`src/rtl/tick_gen_pkg.sv`:
```
// tick_gen_pkg: shared constants for the tick generator.
//   - default channel count / counter width
//   - channel index names for the legacy five-output divider roles
//   - default_div(): reset divisor per channel
//   - sel_w(): width of the channel-select bus (minimum 1)
package tick_gen_pkg;

  localparam int NUM_CH_DEF = 5;
  localparam int CNT_W_DEF  = 27;
  localparam int MAX_CH     = 16;

  localparam int CH_DCLK  = 0;
  localparam int CH_SEG   = 1;
  localparam int CH_SCORE = 2;
  localparam int CH_PLR   = 3;
  localparam int CH_GAME  = 4;

  // Channels past the five named ones come up dividing by 4.
  function automatic logic [31:0] default_div(input int ch);
    case (ch)
      CH_DCLK:  return 32'd4;
      CH_SEG:   return 32'd131072;
      CH_SCORE: return 32'd50000000;
      CH_PLR:   return 32'd5000000;
      CH_GAME:  return 32'd1000000;
      default:  return 32'd4;
    endcase
  endfunction

  function automatic int sel_w(input int n);
    return (n > 1) ? $clog2(n) : 1;
  endfunction

endpackage

```
`src/rtl/tick_gen_chan.sv`:
```
// tick_chan: one tick-generator channel.
//   Counter, active divisor, pending divisor + flag, registered tick and
//   (with TICK_GEN_SQ_EN) a square-wave flop toggled on each tick.
// Ports:
//   clk, clr_n      clock, async active-low reset
//   en              global enable (low: freeze, tick forced low)
//   ch_en           channel enable (low: counter cleared, pending applied)
//   sync_restart    phase-align: counter/tick/sq cleared, pending applied
//   wr, wr_val      divisor write for this channel
//   tick            one-cycle pulse per period
//   sq              50% square wave (TICK_GEN_SQ_EN only)
module tick_chan
  import tick_gen_pkg::*;
#(
  parameter int               CNT_W   = CNT_W_DEF,
  parameter logic [CNT_W-1:0] DEF_DIV = 4
) (
  input  logic             clk,
  input  logic             clr_n,
  input  logic             en,
  input  logic             ch_en,
  input  logic             sync_restart,
  input  logic             wr,
  input  logic [CNT_W-1:0] wr_val,
  output logic             tick
`ifdef TICK_GEN_SQ_EN
  ,
  output logic             sq
`endif
);

  logic [CNT_W-1:0] cnt, div, pend, last;
  logic             pv;
  logic             wrap;

  // Divisors 0 and 1 both mean "every cycle": last count is 0.
  assign last = (div == '0) ? '0 : div - CNT_W'(1);
  assign wrap = (cnt == last);

  always_ff @(posedge clk or negedge clr_n) begin
    if (!clr_n) begin
      cnt  <= '0;
      tick <= 1'b0;
      div  <= DEF_DIV;
      pend <= DEF_DIV;
      pv   <= 1'b0;
    end else if (sync_restart || (en && !ch_en)) begin
      // Restart or disabled channel: nothing in flight, so a new divisor
      // can take effect at once (a same-cycle write wins over older pend).
      cnt  <= '0;
      tick <= 1'b0;
      if (wr) begin
        div  <= wr_val;
        pend <= wr_val;
        pv   <= 1'b0;
      end else if (pv) begin
        div <= pend;
        pv  <= 1'b0;
      end
    end else if (!en) begin
      tick <= 1'b0;
      if (wr) begin
        pend <= wr_val;
        pv   <= 1'b1;
      end
    end else begin
      if (wrap) begin
        cnt  <= '0;
        tick <= 1'b1;
        if (pv) begin
          div <= pend;
          pv  <= 1'b0;
        end
      end else begin
        cnt  <= cnt + CNT_W'(1);
        tick <= 1'b0;
      end
      // A write landing on a wrap edge waits for the following wrap.
      if (wr) begin
        pend <= wr_val;
        pv   <= 1'b1;
      end
    end
  end

`ifdef TICK_GEN_SQ_EN
  always_ff @(posedge clk or negedge clr_n) begin
    if (!clr_n)                   sq <= 1'b0;
    else if (sync_restart)        sq <= 1'b0;
    else if (en && ch_en && wrap) sq <= ~sq;
  end
`endif

endmodule

```
`src/rtl/tick_gen.sv`:
```
// tick_gen: parametrised multi-channel tick generator.
//   Emits single-cycle enable pulses per channel from clk; divisors are
//   reprogrammable at run time and change only at a period boundary.
//   Optional square-wave outputs when TICK_GEN_SQ_EN is defined.
// Ports:
//   clk, clr_n              clock, async active-low reset
//   en                      global enable
//   ch_en[NUM_CH]           per-channel enable
//   sync_restart            phase-align all channels
//   div_wr, div_sel, div_val divisor write (div_sel >= NUM_CH ignored)
//   tick[NUM_CH]            per-channel tick pulse
//   sq[NUM_CH]              per-channel square wave (TICK_GEN_SQ_EN)
module tick_gen
  import tick_gen_pkg::*;
#(
  parameter int NUM_CH = NUM_CH_DEF,
  parameter int CNT_W  = CNT_W_DEF
) (
  input  logic                     clk,
  input  logic                     clr_n,
  input  logic                     en,
  input  logic [NUM_CH-1:0]        ch_en,
  input  logic                     sync_restart,
  input  logic                     div_wr,
  input  logic [sel_w(NUM_CH)-1:0] div_sel,
  input  logic [CNT_W-1:0]         div_val,
  output logic [NUM_CH-1:0]        tick
`ifdef TICK_GEN_SQ_EN
  ,
  output logic [NUM_CH-1:0]        sq
`endif
);

  localparam int SEL_W = sel_w(NUM_CH);

  logic [NUM_CH-1:0] wr;

  for (genvar i = 0; i < NUM_CH; i++) begin : g_ch
    // Out-of-range selects match no channel, so the write is dropped.
    assign wr[i] = div_wr && (div_sel == SEL_W'(i));

    tick_chan #(
      .CNT_W  (CNT_W),
      .DEF_DIV(CNT_W'(default_div(i)))
    ) u_chan (
      .clk         (clk),
      .clr_n       (clr_n),
      .en          (en),
      .ch_en       (ch_en[i]),
      .sync_restart(sync_restart),
      .wr          (wr[i]),
      .wr_val      (div_val),
      .tick        (tick[i])
`ifdef TICK_GEN_SQ_EN
      ,
      .sq          (sq[i])
`endif
    );
  end

endmodule
```
`config.mk`:
```
export PLATFORM = sky130hd
export DESIGN_NAME = tick_gen
export DESIGN_NICKNAME = d
export VERILOG_FILES = /design/src/rtl/tick_gen_pkg.sv /design/src/rtl/tick_gen_chan.sv /design/src/rtl/tick_gen.sv
export SDC_FILE = /design/constraint.sdc
export NUM_CORES = 1
export LEC_CHECK = 0
export BUFFER_PORTS_ARGS = -buffer_cell sky130_fd_sc_hd__buf_4
export CAP_MARGIN = 30
export CORE_ASPECT_RATIO = 1.75
export CORE_UTILIZATION = 60
export CTS_CLUSTER_DIAMETER = 40
export DETAILED_ROUTE_END_ITERATION = 8
export PLACE_DENSITY = 0.87
export SLEW_MARGIN = 20
export SYNTH_ARGS = -nofsm -noshare
export SYNTH_HDL_FRONTEND = slang
export SYNTH_HIERARCHICAL = 1
export SYNTH_SLANG_ARGS = --single-unit
export TNS_END_PERCENT = 30
```
`constraint.sdc`:
```
create_clock -name clk -period 10.4 [get_ports clk]
set_clock_uncertainty 0.2 [all_clocks]
set_input_delay 0.52 -clock clk [delete_from_list [all_inputs] [get_ports clk]]
set_output_delay 0.52 -clock clk [all_outputs]
set_load 0.01 [all_outputs]
```
# Word-level counts from Yosys, hierarchy flattened
# Cells that the tools add are included.
# word_totals
ff_bits	415
input_bits	40
out_inout_bits	5
elab_cells	185
# op_classes
addsub	10
n_eq_ne	9
muxes	85
reduce_logical	56
# ops
operator	count
27-bit two-way mux	45
27-bit by 1-bit adder with 27-bit output (second input constant)	5
27-bit == test	5
27-bit zero test	5
27-bit by 1-bit subtractor with 27-bit output (second input constant)	5
1-bit two-way mux	40
3-bit nonzero test	10
2-bit AND reduction	10
2-bit nonzero test	10
1-bit logical AND	10
3-bit by 2-bit == test with 1-bit output (second input constant)	2
1-bit zero test	5
1-bit logical OR	5
3-bit by 1-bit == test with 1-bit output (second input constant)	1
3-bit == test (second input constant)	1
3-bit zero test	1

# Logic depth before layout (Yosys ltp)
# Gate-level depths: netlist of the first run.
# depth
ltp_word	7
mapped_depth	15
ltp_nobuf	12

# Cells and area by module
# The synthesis of the first run kept the hierarchy.
# modules_own_cells
mod	instances	cells_per_inst	area_each_um2	seq_area_each_um2
tick_chan at g_ch[0].u_chan ...	2	596	5641.7	2079.5
tick_chan at g_ch[2].u_chan	1	596	5669.2	2107.0
tick_chan at g_ch[3].u_chan	1	590	5647.9	2097.0
tick_chan at g_ch[4].u_chan	1	588	5546.6	2094.5
tick_gen	1	5	63.8	0.0

# Least setup slack after synthesis of the first run
# Ideal clock, no wire load.
# synth_timing
path_kind	register to register
startpoint	register g_ch[3].u_chan.div[16]
endpoint	register g_ch[3].u_chan.div[0]
setup_time_ns	0.073
arrival_ns	3.602
t_required_ns	10.127
path_slack_ns	6.525
stages_incl_launch_ff	12
path_buffers	1
synth_period_minus_slack_ns	3.875
cell_sequence	dfrtp_1 > or4_4 > or4_4 > or4_1 > nand4_1 > o2111a_1 > o2111ai_1 > or4_4 > or3_4 > o31ai_4 > buf_8 > a2bb2oi_2
# synth_via
elab_chain_len	5
elab_cells_between_ends	6
cone_classes	1 x add/sub; 1 x eq/ne; 1 x mux; 3 x reduce/logical
# synth_lines
item	line	source
from (decl)	tick_gen_chan.sv:32	logic [CNT_W-1:0] cnt, div, pend, last;
from (signal assigned)	tick_gen_chan.sv:53	div <= wr_val;
from (signal assigned)	tick_gen_chan.sv:57	div <= pend;
from (signal assigned)	tick_gen_chan.sv:71	div <= pend;
27-bit by 1-bit subtractor with 27-bit output or 27-bit zero test (tied branches)	tick_gen_chan.sv:37	assign last = (div == '0) ? '0 : div - CNT_W'(1);
27-bit two-way mux (*)	tick_gen_chan.sv:37	
27-bit == test (*)	tick_gen_chan.sv:38	assign wrap = (cnt == last);
2-bit nonzero test (no line) (*)	-	
2-bit AND reduction (no line) (*)	-	
# Mark *: on every way between the ends. The rest lies on a longest branch, timed or not.
# A chain may end at the register's enable or synchronous reset.

# Worst setup path after layout of the first run
# layout_timing
startpoint	register g_ch[3].u_chan.div[0]
endpoint	register g_ch[3].u_chan.div[16]
# Same word-level chain as after synthesis.

==> results of run 1 <==
-- flip-flops by register name, summed over array words and instances, names as in the netlist --
signal / count
g_ch.u_chan/pend: 135
g_ch.u_chan/tick: 5
g_ch.u_chan/pv: 5
g_ch.u_chan/cnt: 135
g_ch.u_chan/div: 135
-- logic make-up after synthesis --
family | count (synthesis) | synth area share
buffers and inverters | 298 | 0.0491
XOR/XNOR | 130 | 0.0448
AO/OA/AOI/OAI | 755 | 0.212
AND/OR/NAND/NOR | 1212 | 0.259
multiplexers | 151 | 0.0597
adder cells (fa/ha/maj) | 10 | 0.00444
flip-flops | 415 | 0.371
-- final timing paths --
check	end	depth (start not counted)
worst min-delay path	g_ch[4].u_chan/pv	3
worst max-delay path	g_ch[3].u_chan/div[16]	13
worst max register to register	g_ch[3].u_chan/div[16]	13
worst min register to register	g_ch[3].u_chan/pend[2]	1
max in group asynchronous	g_ch[3].u_chan/cnt[8]	5
min in group asynchronous	g_ch[4].u_chan/cnt[23]	2
-- cell usage after synthesis, types with 18 or more instances --
cell type / n / area (sq um)
a21o_1: 35 / 263
dfrtp_1: 357 / 8930
nand3b_1: 137 / 1030
nor4_1: 60 / 375
a2bb2oi_1: 34 / 298
xnor2_1: 80 / 701
clkbuf_1: 157 / 589
o21ai_0: 233 / 1170
nand4_1: 50 / 313
nor2b_1: 26 / 163
a2bb2oi_2: 100 / 1500
dfstp_2: 58 / 1520
and3_1: 41 / 257
o311ai_1: 30 / 263
nand2_1: 196 / 736
nor2_1: 149 / 559
xor2_1: 41 / 359
or4_1: 37 / 278
buf_2: 44 / 220
a21oi_1: 75 / 375
or2_2: 33 / 206
or3_1: 61 / 382
inv_1: 59 / 221
nor3b_1: 21 / 158
nand3_1: 154 / 771
o21a_1: 18 / 135
nor3_1: 92 / 460
mux2_2: 139 / 1570
-- metal layers --
layer | vias up | global-route usage
li1 | 11000 | -
met1 | 12000 | 0.370
met2 | 970 | 0.584
met3 | 299 | 0.0429
met4 | 0 | 0.227
met5 | - | 0
-- worst max-delay path, delay by kind of cell (launching register included) --
kind                     cells  cell delay [ns]
XOR/XNOR                     1             0.16
buffers and inverters        2             0.50
adder cells (fa/ha/maj)      1             0.20
AND/OR/NAND/NOR              5             2.35
AO/OA/AOI/OAI                4             1.06
flip-flops                   1             0.46
-- placed cells by master (no fill, tap or decap), drive strengths merged, types with 15 or more instances in the layout --
cell type,n
a21oi,75
o31ai,17
dfrtp,357
or4,41
inv,72
o21ai,248
nand2,199
a2bb2oi,134
or2,44
nand4,53
mux2,139
nor2b,26
nand2b,15
a31oi,18
nor3,95
xnor2,80
and3,44
clkbuf,55
nor4,82
a21o,35
or3,65
buf,75
nand3b,140
nand4b,18
dfstp,58
xor2,41
nor2,156
nor3b,25
nand3,160
o21a,18
o311ai,46
-- power by group through the flow --
stage	registers [mW]	clock network [mW]	logic, mW
2_1_floorplan	2.16	0	0.999
3_3_place_gp	2.33	0	1.10
3_5_place_dp	2.36	0	1.14
4_1_cts	2.34	1.72	1.15
5_1_grt	2.39	1.78	1.25
6_report	2.36	1.70	1.17
-- cell type report --
cell class,count,area (sq um)
Inverter,59,221
Clock inverter,31,343
Timing Repair Buffer,77,652
Clock buffer,54,1240
Multi-Input combinational cell,2258,16400
Tap cell,583,729
Fill cell,3462,16200
Sequential cell,415,10500
-- stage by stage --
| stage | area [sq um] | setup slack [ns] | utilization |
|---|---|---|---|
| 6_report | 30000 | 5.34 | 0.650 |
| 5_1_grt | 30000 | 4.91 | 0.650 |
| 4_1_cts | 29900 | 5.23 | 0.648 |
| 3_5_place_dp | 28300 | 5.26 | 0.614 |
| 3_3_place_gp | 28300 | 5.24 | 0.614 |
| 2_1_floorplan | 28200 | 6.53 | - |
-- repair_timing --
action	CTS	global route
hold endpoints to repair	104	0
hold buffers	1	0
resized for setup	0	0
==> metrics.csv, run 1 <==
metric,value,unit
"Clk pin slew, worst setup/hold paths",0.06,ns
Synth Net Count,3021,
Clock power frac,0.325,
final hold vios,0,
CP cell instances,inv_1 -> ha_1 -> nor3b_2 -> nand4_1 -> or3_1 -> xnor2_1 -> o21a_1 -> o311ai_0 -> nand3_1 -> or3_4 -> o31ai_4 -> buf_4 -> a2bb2oi_1,
"Slew Viols, Final",0,
Buffers on Ports,44,
post-synth cell types,113,
Layout Cells excl Fill,3477,
Clock Path Buffers,3,
Post-synth EDFFs,0,
ys flop type,dfrtp_1,
Worst Path Required,10.70,ns
met1 wire length,29.5,mm
Pwr Total,5.22,mW
effective utilization at floorplan,0.611,
n_diodes,0,
worst hold path type,primary input to flop,
sequential area share after synthesis,0.371,
Die W,166,um
Synth Register Bits,415,
clk root buf,clkbuf_16,
first-pass GRT wire length,127,mm
ys async rst share,1.00,
CP max stage cell,o311ai_0,
DRT antenna net count,0,
Initial DRC Count,1959,
power density over cell area,174,nW/um^2
Mapped Cells,2971,
part of the power in combinational logic,0.224,
internal power,3.50,mW
initial antenna violation count,0,
DRC viols,2,
Total GRT Usage,0.329,
IO Pins,45,
Critical Path AT,5.36,ns
FP Rows,104,
Synthesis Warnings,6,
metal3 WL,4.43,mm
Static Leak,11.0,nW
Avg WL per Cell,22.8,um
sequential share of power,0.451,
Top Metal Used,met4,
Critical Path Start,g_ch[3].u_chan/div[0],
worst hold start,ch_en[4],
failing checks,DRC,
worst-skew pair later-pin latency,0.60,ns
startpoint types,flop,
delay of the slowest critical-path stage,0.60,ns
hold slack,0.0530,ns
core area,46200,sq um
Post-DP HPWL,55.2,mm
fin nets,2907,
CP Class,flop to flop,
measured slew at the worst slew-check pin,1.16,ns
layout cells sized above 1,0.206,
switch share,0.330,
Post-Route WL,79.4,mm
number of global-route vias before repair,23800,
H-tree depth,2,
reg2reg start,g_ch[3].u_chan/div[0],
Post-CTS Setup Inserts,0,
synthesized area per cell,9.50,sq um
slew margin rel.,0.229,
Pre-antenna DRT Iters,8,
Die Span Y,289,um
Final period util,0.486,
largest net degree at the start of global routing,177,
CTS tree,built,
final setup vio count,0,
Clock Sinks,415,
Layout area overhead,6.49,%
Setup TNS,0,ns
Critical Path End Type,flop,
GP Congestion,1.01,
run status,"finished, violations left",
GRT overflow,0,
mapped cell area,28200,sq um
vias after detailed routing,24200,
Die ar.,47900,sq um
Inst Count DP,3384,
routed vias/inst,6.96,
met2 wire len,40.1,mm
R2R setup slack,5.34,ns
TritonCTS Buffers,46,
fmax,198,MHz
MaxCap Viol Count,0,
peak supply drop,0.000169,V
CP Max Fanout,27,
RSZ-0062 raised after global routing,false,
Psw,1.72,mW
Final min period,5.06,ns
No activity file was read; power rests on OpenSTA's default activity.
==> inputs of run 2 (changes only) <==
- CORE_UTILIZATION: 60 -> 58
- clock period: 10.4 -> 4.55 ns (I/O delays scaled with it)
==> run 2 against run 1 <==
Against the previous run: the run now ends clean; global-route usage up 2.3 points; non-clock buffer count up 93; sequential share of layout area down 1.1 points; final cell count up 4.6%; worst setup slack worse by 5.3 ns; wire length up 8.6%; register-to-register slack worse by 5.3 ns; sequential power up 130%; via count up 2.4%; flip-flop and latch count unchanged; largest power group unchanged.
==> metrics.csv, run 2 (synthesized netlist as in run 1, its figures left out) <==
metric,value,unit
run status,"finished, final reports clean",
CTS tree,built,
Final min period,4.48,ns
GRT overflow,0,
Pwr Total,12.1,mW
routed vias/inst,6.81,
layout cells sized above 1,0.219,
final hold vios,0,
Avg WL per Cell,23.7,um
FP Rows,106,
IO Pins,45,
peak supply drop,0.000347,V
MaxCap Viol Count,0,
GP Congestion,0.996,
Post-DP HPWL,61.3,mm
largest net degree at the start of global routing,128,
"Clk pin slew, worst setup/hold paths",0.06,ns
initial antenna violation count,0,
Worst Path Required,4.83,ns
RSZ-0062 raised after global routing,true,
Total GRT Usage,0.352,
Die ar.,49600,sq um
first-pass GRT wire length,137,mm
Register Area,10500,sq um
Bufs and invs on worst path,1,
effective utilization at floorplan,0.589,
"Slew Viols, Final",0,
final design utilization,0.649,
final setup vio count,0,
most frequent cells in the layout,"356 x dfrtp_1, 233 x o21ai_0, 196 x nand2_1",
CP max stage cell,or4_4,
Buffers on Ports,44,
multi-input logic area,16400,sq um
power density over cell area,389,nW/um^2
Largest regs,"g_ch.u_chan/cnt: 135 flops, g_ch.u_chan/div: 135 flops, g_ch.u_chan/pend: 135 flops",
startpoint types,flop,
slew margin rel.,0.312,
FILL cells,3686,
Initial DRC Count,2106,
Static Leak,11.5,nW
Pre-antenna DRT Iters,6,
measured slew at the worst slew-check pin,1.03,ns
Clock Sinks,415,
Post-Route WL,86.3,mm
worst-skew pair later-pin latency,0.60,ns
number of global-route vias before repair,24800,
CP Max Fanout,13,
fmax,223,MHz
CP Class,flop to flop,
"most common cell after layout, fill and taps aside",dfrtp_1,
vias after detailed routing,24800,
Layout area overhead,10.1,%
worst hold path type,primary input to asynchronous set/reset pin,
"most used cell, CP",or4_4,
n_diodes,0,
fin nets,3001,
Layout Cells excl Fill,3638,
H-tree depth,2,
TritonCTS Buffers,47,
DRT antenna net count,0,
clk root buf,clkbuf_16,
Inst Count DP,3510,
core area,47900,sq um
Crit path depth,11,
Clock Path Buffers,3,
Critical Path End Type,flop,
Die Span Y,294,um
Die W,169,um
R2R depth,11,
Final period util,0.984,
CP top delay family,simple AND/OR/NAND/NOR gates,
CP cell instances,or4_4 -> or2_1 -> nor3_1 -> mux2i_1 -> and3_1 -> nand4_1 -> or4_4 -> or3_4 -> o31ai_4 -> buf_4 -> a2bb2oi_1,
Critical Path AT,4.76,ns
delay of the slowest critical-path stage,0.57,ns
DRC viols,0,
## run 2: final timing paths
kind                                   startpoint                 endpoint  slack, ns
min in group clk                       div_sel[2]  g_ch[0].u_chan/pend[25]       0.16
min                                         clr_n   g_ch[4].u_chan/cnt[26]       0.10
max                        g_ch[3].u_chan/div[16]   g_ch[3].u_chan/div[18]       0.07
min reg2reg                g_ch[3].u_chan/pend[1]   g_ch[3].u_chan/pend[1]       0.30
max reg2reg                g_ch[3].u_chan/div[16]   g_ch[3].u_chan/div[18]       0.07
max in group asynchronous                   clr_n        g_ch[2].u_chan/pv       2.89
## run 2: worst reg2reg max path, stage by stage (launching register included)
cell and delay (ns):
dfrtp_1 0.45, or4_4 0.58, or2_1 0.43, nor3_1 0.35, mux2i_1 0.37, and3_1 0.25
nand4_1 0.17, or4_4 0.56, or3_4 0.42, o31ai_4 0.12, buf_4 0.21, a2bb2oi_1 0.27
## run 2: where the power goes
part / leakage [nW] / switching, mW / internal (mW)
logic: 5.67 / 1.33 / 1.50
clock network: 0.769 / 1.77 / 2.10
registers: 5.06 / 0.958 / 4.42
total: 11.5 / 4.05 / 8.03
## run 2: layout make-up
cell class,count,area share
Multi-Input combinational cell,2258,0.529
Clock buffer,55,0.0401
Inverter,59,0.00713
Timing Repair Buffer,170,0.0501
Tap cell,648,0.0261
Sequential cell,415,0.337
Clock inverter,33,0.0112
## run 2: stage by stage
stage	TNS, ns	worst slack (ns)	hold slack [ns]	instance area [sq um]
floorplan	0	0.675	-0.268	28200
global placement	0	0.125	0.205	29000
detailed placement	-0.00360	-0.00360	0.210	29000
CTS	0	0.0959	0.127	31000
global route	-0.0639	-0.0639	0.160	31100
finish	0	0.0734	0.103	31100
## run 2: per-layer routing
metal | vias to the layer above | global-route usage | part of all wire
li1 | 11100 | - | -
met1 | 12300 | 0.386 | 0.36
met2 | 1020 | 0.621 | 0.51
met3 | 375 | 0.0456 | 0.050
met4 | 0 | 0.259 | 0.081
met5 | - | 0 | 0
## run 2: timing repair
| action | in CTS | in global routing |
|---|---|---|
| hold endpoints to repair | 372 | 0 |
| setup buffers | 2 | 0 |
| endpoints found under the setup margin | 4 | 47 |
| gates resized for setup | 0 | 6 |
| hold buffers | 35 | 0 |
| pin swaps | 1 | 2 |
==> inputs of run 3 (changes only) <==
- SYNTH_HIERARCHICAL: 1 -> default
==> run 3 against run 2 <==
Against the previous run: synthesized cell count is 2.2% lower; design area down 6.9%; utilization is 0.27 points higher; sequential power rose by 0.9%; sequential share of layout area is 2.5 points higher; register-to-register slack improved by 0.15 ns; global-route usage fell by 1.1 points; worst setup slack improved by 0.15 ns; first-iteration DRC count fell by 3.1%; largest cell class unchanged.
==> metrics.csv, run 3 <==
metric,value,unit
post-synth cell types,100,
MaxCap Viol Count,0,
slew margin rel.,0.349,
Die Span Y,283,um
"most used cell, CP",buf_4,
Synth Net Count,2955,
Critical Path AT,4.59,ns
Static Leak,11.4,nW
Critical Path Start,g_ch[1].u_chan.div[0],
CP top delay family,simple AND/OR/NAND/NOR gates,
routed vias/inst,6.72,
run status,"finished, final reports clean",
effective utilization at floorplan,0.591,
measured slew at the worst slew-check pin,0.973,ns
Synth Register Bits,415,
Setup TNS,0,ns
Largest regs,"g_ch.u_chan.cnt: 135 flops, g_ch.u_chan.div: 135 flops, g_ch.u_chan.pend: 135 flops",
Worst R2R End,g_ch[1].u_chan.div[5],
Layout area overhead,10.2,%
CP max stage cell,nor2_1,
Die W,163,um
Final min period,4.32,ns
Die ar.,46200,sq um
Synthesis Warnings,0,
CP endpoint,g_ch[1].u_chan.div[5],
H-tree depth,2,
layout cells sized above 1,0.144,
delay of the slowest critical-path stage,0.62,ns
RSZ-0062 raised after global routing,false,
ranking of synthesized cells by area,"dfrtp_1 34%, dfstp_2 5.8%, nand2_1 4.3%",
Worst Path Required,4.82,ns
number of global-route vias before repair,23200,
Post-DP HPWL,54.3,mm
largest net degree at the start of global routing,118,
Pre-antenna DRT Iters,6,
sequential area share after synthesis,0.398,
IO Pins,45,
fin nets,2938,
initial antenna violation count,2,
Bufs and invs on worst path,3,
power density over cell area,424,nW/um^2
Clock Path Buffers,3,
CP Max Fanout,27,
mapped cell area,26300,sq um
first-pass GRT wire length,124,mm
Mapped Cells,2905,
Total GRT Usage,0.341,
post-synth top area cell,dfrtp_1,
"most common cell after layout, fill and taps aside",dfrtp_1,
peak supply drop,0.000441,V
Crit path depth,14,
worst-skew pair later-pin latency,0.58,ns
Yosys top cell area share,0.340,
synthesized area per cell,9.04,sq um
startpoint types,flop,
final setup vio count,0,
TritonCTS Buffers,43,
"count leader, synth",dfrtp_1,
clk root buf,clkbuf_16,
R2R setup slack,0.23,ns
Post-Route WL,78.6,mm
Clock Sinks,415,
hold slack,0.0527,ns
"Slew Viols, Final",0,
FP Rows,102,
worst hold path type,primary input to flop,
final hold vios,0,
fmax,231,MHz
reg2reg start,g_ch[1].u_chan.div[0],
Initial DRC Count,2040,
ys async rst share,1.00,
"Clk pin slew, worst setup/hold paths",0.07,ns
R2R depth,14,
Buffers on Ports,44,
Pwr Total,12.3,mW
Critical Path End Type,flop,
DRC viols,0,
vias after detailed routing,23500,
Post-synth EDFFs,0,
ys flop type,dfrtp_1,
CTS tree,built,
most frequent cells in the layout,"357 x dfrtp_1, 301 x nand2_1, 233 x nor2_1",
Final period util,0.950,
CP cell instances,inv_1 -> ha_1 -> nor3b_2 -> buf_4 -> nand4_1 -> nor2_1 -> o2bb2ai_1 -> o31ai_1 -> nor4_1 -> or4b_1 -> o21a_1 -> nor2_4 -> buf_4 -> a2bb2oi_1,
GRT overflow,0,
core area,44400,sq um
GP Congestion,0.962,
Avg WL per Cell,22.5,um
DRT antenna net count,0,
CP Class,flop to flop,
Post-synth top cells,"357 x dfrtp_1, 301 x nand2_1, 236 x nor2_1, 187 x o21ai_0, 143 x clkbuf_1",
## run 3: what timing repair did
action | in CTS | in global routing
buffers inserted | 0 | 2
endpoints found under the setup margin | 0 | 131
hold buffers | 38 | 0
endpoints found under the hold margin | 332 | 0
resized for setup | 0 | 15
## run 3: power by group
part           switching (mW)  internal, mW  leakage, nW  total, mW
clock                    1.60          2.07        0.711       3.67
combinational            1.65          1.52         5.54       3.17
sequential              0.976          4.45         5.15       5.43
total                    4.23          8.04         11.4       12.3
## run 3: cells by family after synthesis
group | share of synthesized area
adders and majority gates | 0.00515
DFF | 0.398
AOI/OAI and AO/OA | 0.172
buffers and inverters | 0.0480
and+or+nand+nor | 0.255
muxes | 0.0434
xor gates and xnor gates | 0.0781
## run 3: worst min-delay path, stage by stage
cell,delay [ns]
buf_4,0.12
nor2b_1,0.18
nand2_1,0.14
o32ai_1,0.10
## run 3: worst min-delay path by stage
stage | from | end | slack [ns] | cells after the start
4_1_cts | div_wr | g_ch[2].u_chan.pv | 0.003 | 4
5_1_grt | div_wr | g_ch[2].u_chan.pv | 0.04 | 4
2_1_floorplan | clr_n | g_ch[0].u_chan.cnt[0] | -0.27 | 0
6_report | div_wr | g_ch[2].u_chan.pv | 0.05 | 4
3_3_place_gp | clr_n | g_ch[2].u_chan.cnt[18] | 0.09 | 1
3_5_place_dp | clr_n | g_ch[2].u_chan.cnt[17] | 0.1 | 1
## run 3: layer usage
metal | track usage | up-vias | share of wire
li1 | - | 10500 | -
met1 | 0.385 | 11500 | 0.36
met2 | 0.588 | 1057 | 0.51
met3 | 0.0522 | 367 | 0.067
met4 | 0.225 | 2 | 0.071
met5 | 0 | - | 0.00017
## run 3: area by class of cell
class,instances,area (sq um)
well taps,572,716
diodes,1,2.50
multi-input cells,2209,14600
clock buffers,56,1190
fillers,3399,15500
clock inverters,22,251
repair buffers,165,1460
flip-flops and latches,415,10500
inverters,54,203
## run 3: per-stage QoR
stage / instances / worst slack [ns] / utilization / area [sq um]
floorplan: 2905 / 0.642 / - / 26300
global placement: 3370 / 0.192 / 0.606 / 26900
detailed placement: 3371 / 0.0652 / 0.607 / 27000
CTS: 3487 / 0.0198 / 0.648 / 28800
global route: 3494 / 0.000578 / 0.651 / 28900
finish: 3494 / 0.227 / 0.651 / 28900
